--- src/rtl/inst_axi_responder_pkg.sv ---
// Shared constants and state type for the instruction-side AXI read responder.
// Also used by the kseg address translation helper.
package inst_axi_responder_pkg;

    typedef enum logic [1:0] {
        IR_IDLE = 2'd0,
        IR_ADDR = 2'd1,
        IR_DATA = 2'd2,
        IR_RESP = 2'd3
    } ir_state_e;

    localparam logic [2:0]  AXI_SIZE_4B    = 3'b010;
    localparam logic [1:0]  AXI_BURST_INCR = 2'b01;
    localparam logic [31:0] KSEG_MASK      = 32'h1FFFFFFF;

    function automatic logic word_aligned(input logic [1:0] low_bits);
        return low_bits == 2'b00;
    endfunction

endpackage

--- src/rtl/inst_axi_responder_vaddr_to_paddr.sv ---
// Combinational kseg0/kseg1 virtual-to-physical translation.
// Shared by the instruction-side and data-side responders.
module vaddr_to_paddr
    import inst_axi_responder_pkg::*;
#(
    parameter int KSEG_XLATE = 1
) (
    input  logic [31:0] vaddr_i,
    output logic [31:0] paddr_o
);

    assign paddr_o = (KSEG_XLATE != 0) ? (vaddr_i & KSEG_MASK) : vaddr_i;

endmodule

--- src/rtl/inst_axi_responder.sv ---
// Instruction fetch responder: turns sram-like fetch requests into single-beat AXI4 reads,
// one outstanding at a time, with flush cancellation and a held response word.
module inst_axi_responder
    import inst_axi_responder_pkg::*;
#(
    parameter logic [3:0] AXI_ID     = 4'd0,
    parameter int         KSEG_XLATE = 1
) (
    input  logic        clk,
    input  logic        reset,
    input  logic        inst_req,
    input  logic [31:0] inst_addr,
    output logic        inst_addr_ok,
    output logic        inst_data_ok,
    output logic [31:0] inst_rdata,
    input  logic        fetch_ready,
    input  logic        flush,
    output logic [3:0]  arid,
    output logic [31:0] araddr,
    output logic [7:0]  arlen,
    output logic [2:0]  arsize,
    output logic [1:0]  arburst,
    output logic [1:0]  arlock,
    output logic [3:0]  arcache,
    output logic [2:0]  arprot,
    output logic        arvalid,
    input  logic        arready,
    input  logic [3:0]  rid,
    input  logic [31:0] rdata,
    input  logic [1:0]  rresp,
    input  logic        rlast,
    input  logic        rvalid,
    output logic        rready
);

    ir_state_e   state_q;
    logic        arvalid_q;
    logic        rready_q;
    logic        cancel_q;
    logic [31:0] araddr_q;
    logic [31:0] rdata_q;
    logic [31:0] paddr_d;

    // Read id and response code carry no information for a single in-order master.
    logic unused_ok;
    assign unused_ok = ^{rid, rresp};

    vaddr_to_paddr #(
        .KSEG_XLATE (KSEG_XLATE)
    ) u_xlate (
        .vaddr_i (inst_addr),
        .paddr_o (paddr_d)
    );

    // cancel_q remembers a flush seen while the read is in flight so the late word is dropped.
    always_ff @(posedge clk or posedge reset) begin
        if (reset) begin
            state_q   <= IR_IDLE;
            arvalid_q <= 1'b0;
            rready_q  <= 1'b0;
            cancel_q  <= 1'b0;
            araddr_q  <= 32'h0;
            rdata_q   <= 32'h0;
        end else begin
            case (state_q)
                IR_IDLE: begin
                    if (inst_req && word_aligned(inst_addr[1:0])) begin
                        araddr_q  <= paddr_d;
                        arvalid_q <= 1'b1;
                        state_q   <= IR_ADDR;
                    end
                end
                IR_ADDR: begin
                    if (flush) begin
                        cancel_q <= 1'b1;
                    end
                    if (arready) begin
                        arvalid_q <= 1'b0;
                        rready_q  <= 1'b1;
                        state_q   <= IR_DATA;
                    end
                end
                IR_DATA: begin
                    if (rvalid && rlast) begin
                        rready_q <= 1'b0;
                        cancel_q <= 1'b0;
                        if (cancel_q || flush) begin
                            state_q <= IR_IDLE;
                        end else begin
                            rdata_q <= rdata;
                            state_q <= IR_RESP;
                        end
                    end else if (flush) begin
                        cancel_q <= 1'b1;
                    end
                end
                IR_RESP: begin
                    if (flush || fetch_ready) begin
                        state_q <= IR_IDLE;
                    end
                end
                default: state_q <= IR_IDLE;
            endcase
        end
    end

    assign inst_addr_ok = (state_q == IR_IDLE);
    assign inst_data_ok = (state_q == IR_RESP) && fetch_ready && !flush;
    assign inst_rdata   = rdata_q;

    assign arid    = AXI_ID;
    assign araddr  = araddr_q;
    assign arlen   = 8'd0;
    assign arsize  = AXI_SIZE_4B;
    assign arburst = AXI_BURST_INCR;
    assign arlock  = 2'b00;
    assign arcache = 4'b0000;
    assign arprot  = 3'b000;
    assign arvalid = arvalid_q;
    assign rready  = rready_q;

endmodule

--- config.mk ---
export PLATFORM = sky130hd
export DESIGN_NAME = inst_axi_responder
export DESIGN_NICKNAME = d
export VERILOG_FILES = /design/src/rtl/inst_axi_responder_pkg.sv /design/src/rtl/inst_axi_responder_vaddr_to_paddr.sv /design/src/rtl/inst_axi_responder.sv
export SDC_FILE = /design/constraint.sdc
export NUM_CORES = 1
export LEC_CHECK = 0
export CAP_MARGIN = 20
export CORE_MARGIN = 2
export CORE_UTILIZATION = 35
export DETAILED_ROUTE_END_ITERATION = 8
export GPL_TIMING_DRIVEN = 0
export HOLD_SLACK_MARGIN = 0.05
export PLACE_DENSITY = 0.75
export RECOVER_POWER = 50
export SLEW_MARGIN = 20
export SYNTH_ARGS = -nofsm -noshare
export SYNTH_HDL_FRONTEND = slang
export SYNTH_SLANG_ARGS = --single-unit
--- constraint.sdc ---
create_clock -name clk -period 4 [get_ports clk]
set_input_delay 0.8 -clock clk [delete_from_list [all_inputs] [get_ports clk]]
set_output_delay 0.8 -clock clk [all_outputs]
set_load 0.01 [all_outputs]
==> key figures <==
Outcome
  – Status: complete, no violations

Route
  – Routed wire length: 6.51 mm
  – Post-DRT Antenna Nets: 0
  – Detailed-route via count: 2028
  – Routed vias/inst: 4.27
  – First drt pass iteration count: 3
  – DR iter-0 viols: 39
  – Routed WL per cell: 13.7 um
  – DRC Markers: 0

STA
  – Setup TNS: 0 ns
  – Min Tclk post-route: 2.93 ns
  – Final Hold Viols: 0
  – Max-slew violations: 0
  – Achievable Freq: 341 MHz
  – Headroom to the max-slew limit: 0.0635
  – Worst slew pin tran: 1.40 ns
  – # setup viols final: 0
  – Tcrit/Tclk final: 0.733
  – Worst Clk Skew: 0.00736 ns
  – RSZ-0062 raised after global routing: no

Setup path
  – CP Launch Type: primary input
  – Critical-path cell list: dlygate4sd3_1, and3b_1, clkdlybuf4s50_1
  – CP endpoint kind: output pin
  – CP required: 3.20 ns
  – Arr. time, crit path: 2.13 ns
  – CP Class: in2out
  – Worst-path fanout max: 4
  – Largest stage delay, worst path: 0.59 ns
  – CP max-delay cell: dlygate4sd3_1

Global routing
  – All-Layer GR Usage: 0.144
  – Initial antenna violation count: 0
  – Met3 Use GR: 0.0799
  – GR peak layer: met2
  – M2 GR Usage: 0.229
  – Total gr overflow: 0
  – Global-route wire length before repair: 9.95 mm
  – Vias in the first global route: 2114
  – Largest net degree at the start of global routing: 37
  – Global Route met1 Usage: 0.165

Final layout
  – Nets: 448
  – Final Non-Filler Cells: 475
  – Most frequent cells in the layout: clkdlybuf4s50_1, dfrtp_1, buf_4, mux2_2, conb_1
  – Final Instance Area: 4690 sq um
  – Synth-to-layout area growth: 58.1%
  – Commonest non-fill, non-tap cell in the layout: clkdlybuf4s50_1
  – Diode count: 0
  – Final core occ: 0.570
  – Layout cell share with drive strength beyond 1: 0.286
  – Layout fillers: 687

Synth
  – Post-synth ARST share: 1.00
  – Ys flop type: dfrtp_1
  – Gate Count Post-Synth: 194
  – Yosys cell types: 24
  – XOR/XNOR Fraction of Synth Area: 0
  – Post-synthesis sequential area ratio: 0.557
  – Mapped Avg Cell Area: 15.3 sq um
  – Synth Area in Compound Gates: 0.0295
  – Multiplexer area fraction after synthesis: 0.258
  – Post-Synth Adder-Cell Area: 0.0169
  – EDFF count, synth: 0
  – Seq cells post-synth: 66
  – Largest family of logic cells by synthesized area: multiplexers
  – Synth Cell Area: 2970 sq um
  – Post-Synth Simple-Gate Area: 0.0295
  – Number of warning messages in the yosys log: 0

Pwr
  – Cell Pwr Density: 589 nW/um^2
  – Power Total: 2.76 mW
  – Flop pwr share: 0.383
  – Logic pwr share: 0.423
  – Int Power: 1.98 mW
  – VDD IR max: 0.392 mV
  – Switching power of the nets: 0.778 mW
  – Switching Fraction: 0.282
  – Pleak: 2.25 nW
  – Clock power frac: 0.195

Place
  – Global placer's final weighted congestion: 0.720
  – Port Buffers: 133
  – Post-Place Cells: 460
  – Final HPWL DP: 4.81 mm
  – Placed Instance Area: 4550 sq um

Clocking
  – Hold_buf cts: 0
  – TritonCTS sink count: 66
  – Reg clk slew, reported paths: 0.06 ns
  – H-tree depth: 3
  – Clock Tree Buf Depth: 2
  – CTS root buf: clkbuf_8
  – Total CTS buffers: 9
  – Post-CTS Setup Repair Bufs: 0
  – Cts repair resizes: 0
  – Worst-skew pair later-pin latency: 0.33 ns
  – TritonCTS clock tree: yes

Floorplan
  – Core area: 8220 sq um
  – Initial Util: 0.361
  – Row Count: 33
  – Die Height: 96.0 um
  – Ports: 172
  – Die area: 9220 sq um
  – Die width: 96.0 um

Hold path
  – Hold Path Class: reg2reg

Flow run
  – MaxCap Viol Count: 0
## sequential cells by signal, summed over array words and instances (netlist names)
register,count
arvalid,1
araddr,29
rready,1
cancel_q,1
state_q,2
inst_rdata,32
## per-stage QoR
stage | worst slack [ns] | hold slack [ns]
final | 1.07 | 0.494
after CTS | 1.19 | 0.497
after global routing | 1.02 | 0.514
after global placement | 0.364 | 0.474
after detailed placement | 1.19 | 0.480
after floorplan | 1.55 | 0.529
## routing by layer
metal,routed length [um],share of wire,up-vias
li1,-,-,952
met1,2530,0.39,954
met2,3020,0.46,115
met3,899,0.14,7
met4,61,0.0094,0
met5,0,0,-
## area by class of cell
| type | count | area, sq um | area share |
|---|---|---|---|
| clock buffer | 12 | 145 | 0.0310 |
| clock inverter | 3 | 40.0 | 0.00854 |
| multi-input combinational | 116 | 1070 | 0.228 |
| tap | 105 | 131 | 0.0280 |
| sequential | 66 | 1650 | 0.352 |
| buffer | 35 | 284 | 0.0606 |
| inverter | 4 | 16.3 | 0.00347 |
| timing repair buffer | 134 | 1350 | 0.288 |
## cells in the mapped netlist, types with 2 or more instances
master	instances	area share
a21oi_1	5	0.0084
a41oi_1	2	0.0059
o21ai_0	2	0.0034
conb_1	2	0.0025
buf_12	3	0.020
buf_4	32	0.081
mux2_4	27	0.14
mux2_2	30	0.11
mux2_1	2	0.0076
ha_1	4	0.017
nor2b_1	2	0.0042
dfrtp_1	66	0.56
inv_1	4	0.0051
nand2_1	3	0.0038
## path summary, 6_finish.rpt
kind                           startpoint        endpoint  slack, ns  cells after the start
setup / recovery                    flush    inst_data_ok       1.07                      3
hold / removal             inst_rdata[23]  inst_rdata[23]       0.49                      1
setup reg to reg               state_q[1]       araddr[5]       1.79                      6
hold reg to reg            inst_rdata[23]  inst_rdata[23]       0.49                      1
max in group asynchronous           reset       araddr[0]       2.03                      3
min in group asynchronous           reset  inst_rdata[17]       1.23                      2
## critical path, delay by kind of cell
family        cells  cell delay, ns
simple gates      1            0.22
buf+inv           2            1.12
## cells by family after synthesis
| family | Yosys count |
|---|---|
| other cells | 2 |
| flops | 66 |
| fa+ha+maj | 4 |
| compound gates | 12 |
| buf+inv | 39 |
| simple gates | 12 |
| mux | 59 |
## power by group through the flow
stage / Sequential (mW) / Clock (mW) / Combinational [mW]
floorplan: 1.18 / 0 / 0.470
finish: 1.06 / 0.537 / 1.17
detailed placement: 1.07 / 0 / 1.23
CTS: 1.06 / 0.559 / 1.24
global placement: 1.06 / 0 / 1.22
global route: 1.09 / 0.592 / 1.26
Power figures use the tool's default switching activity.
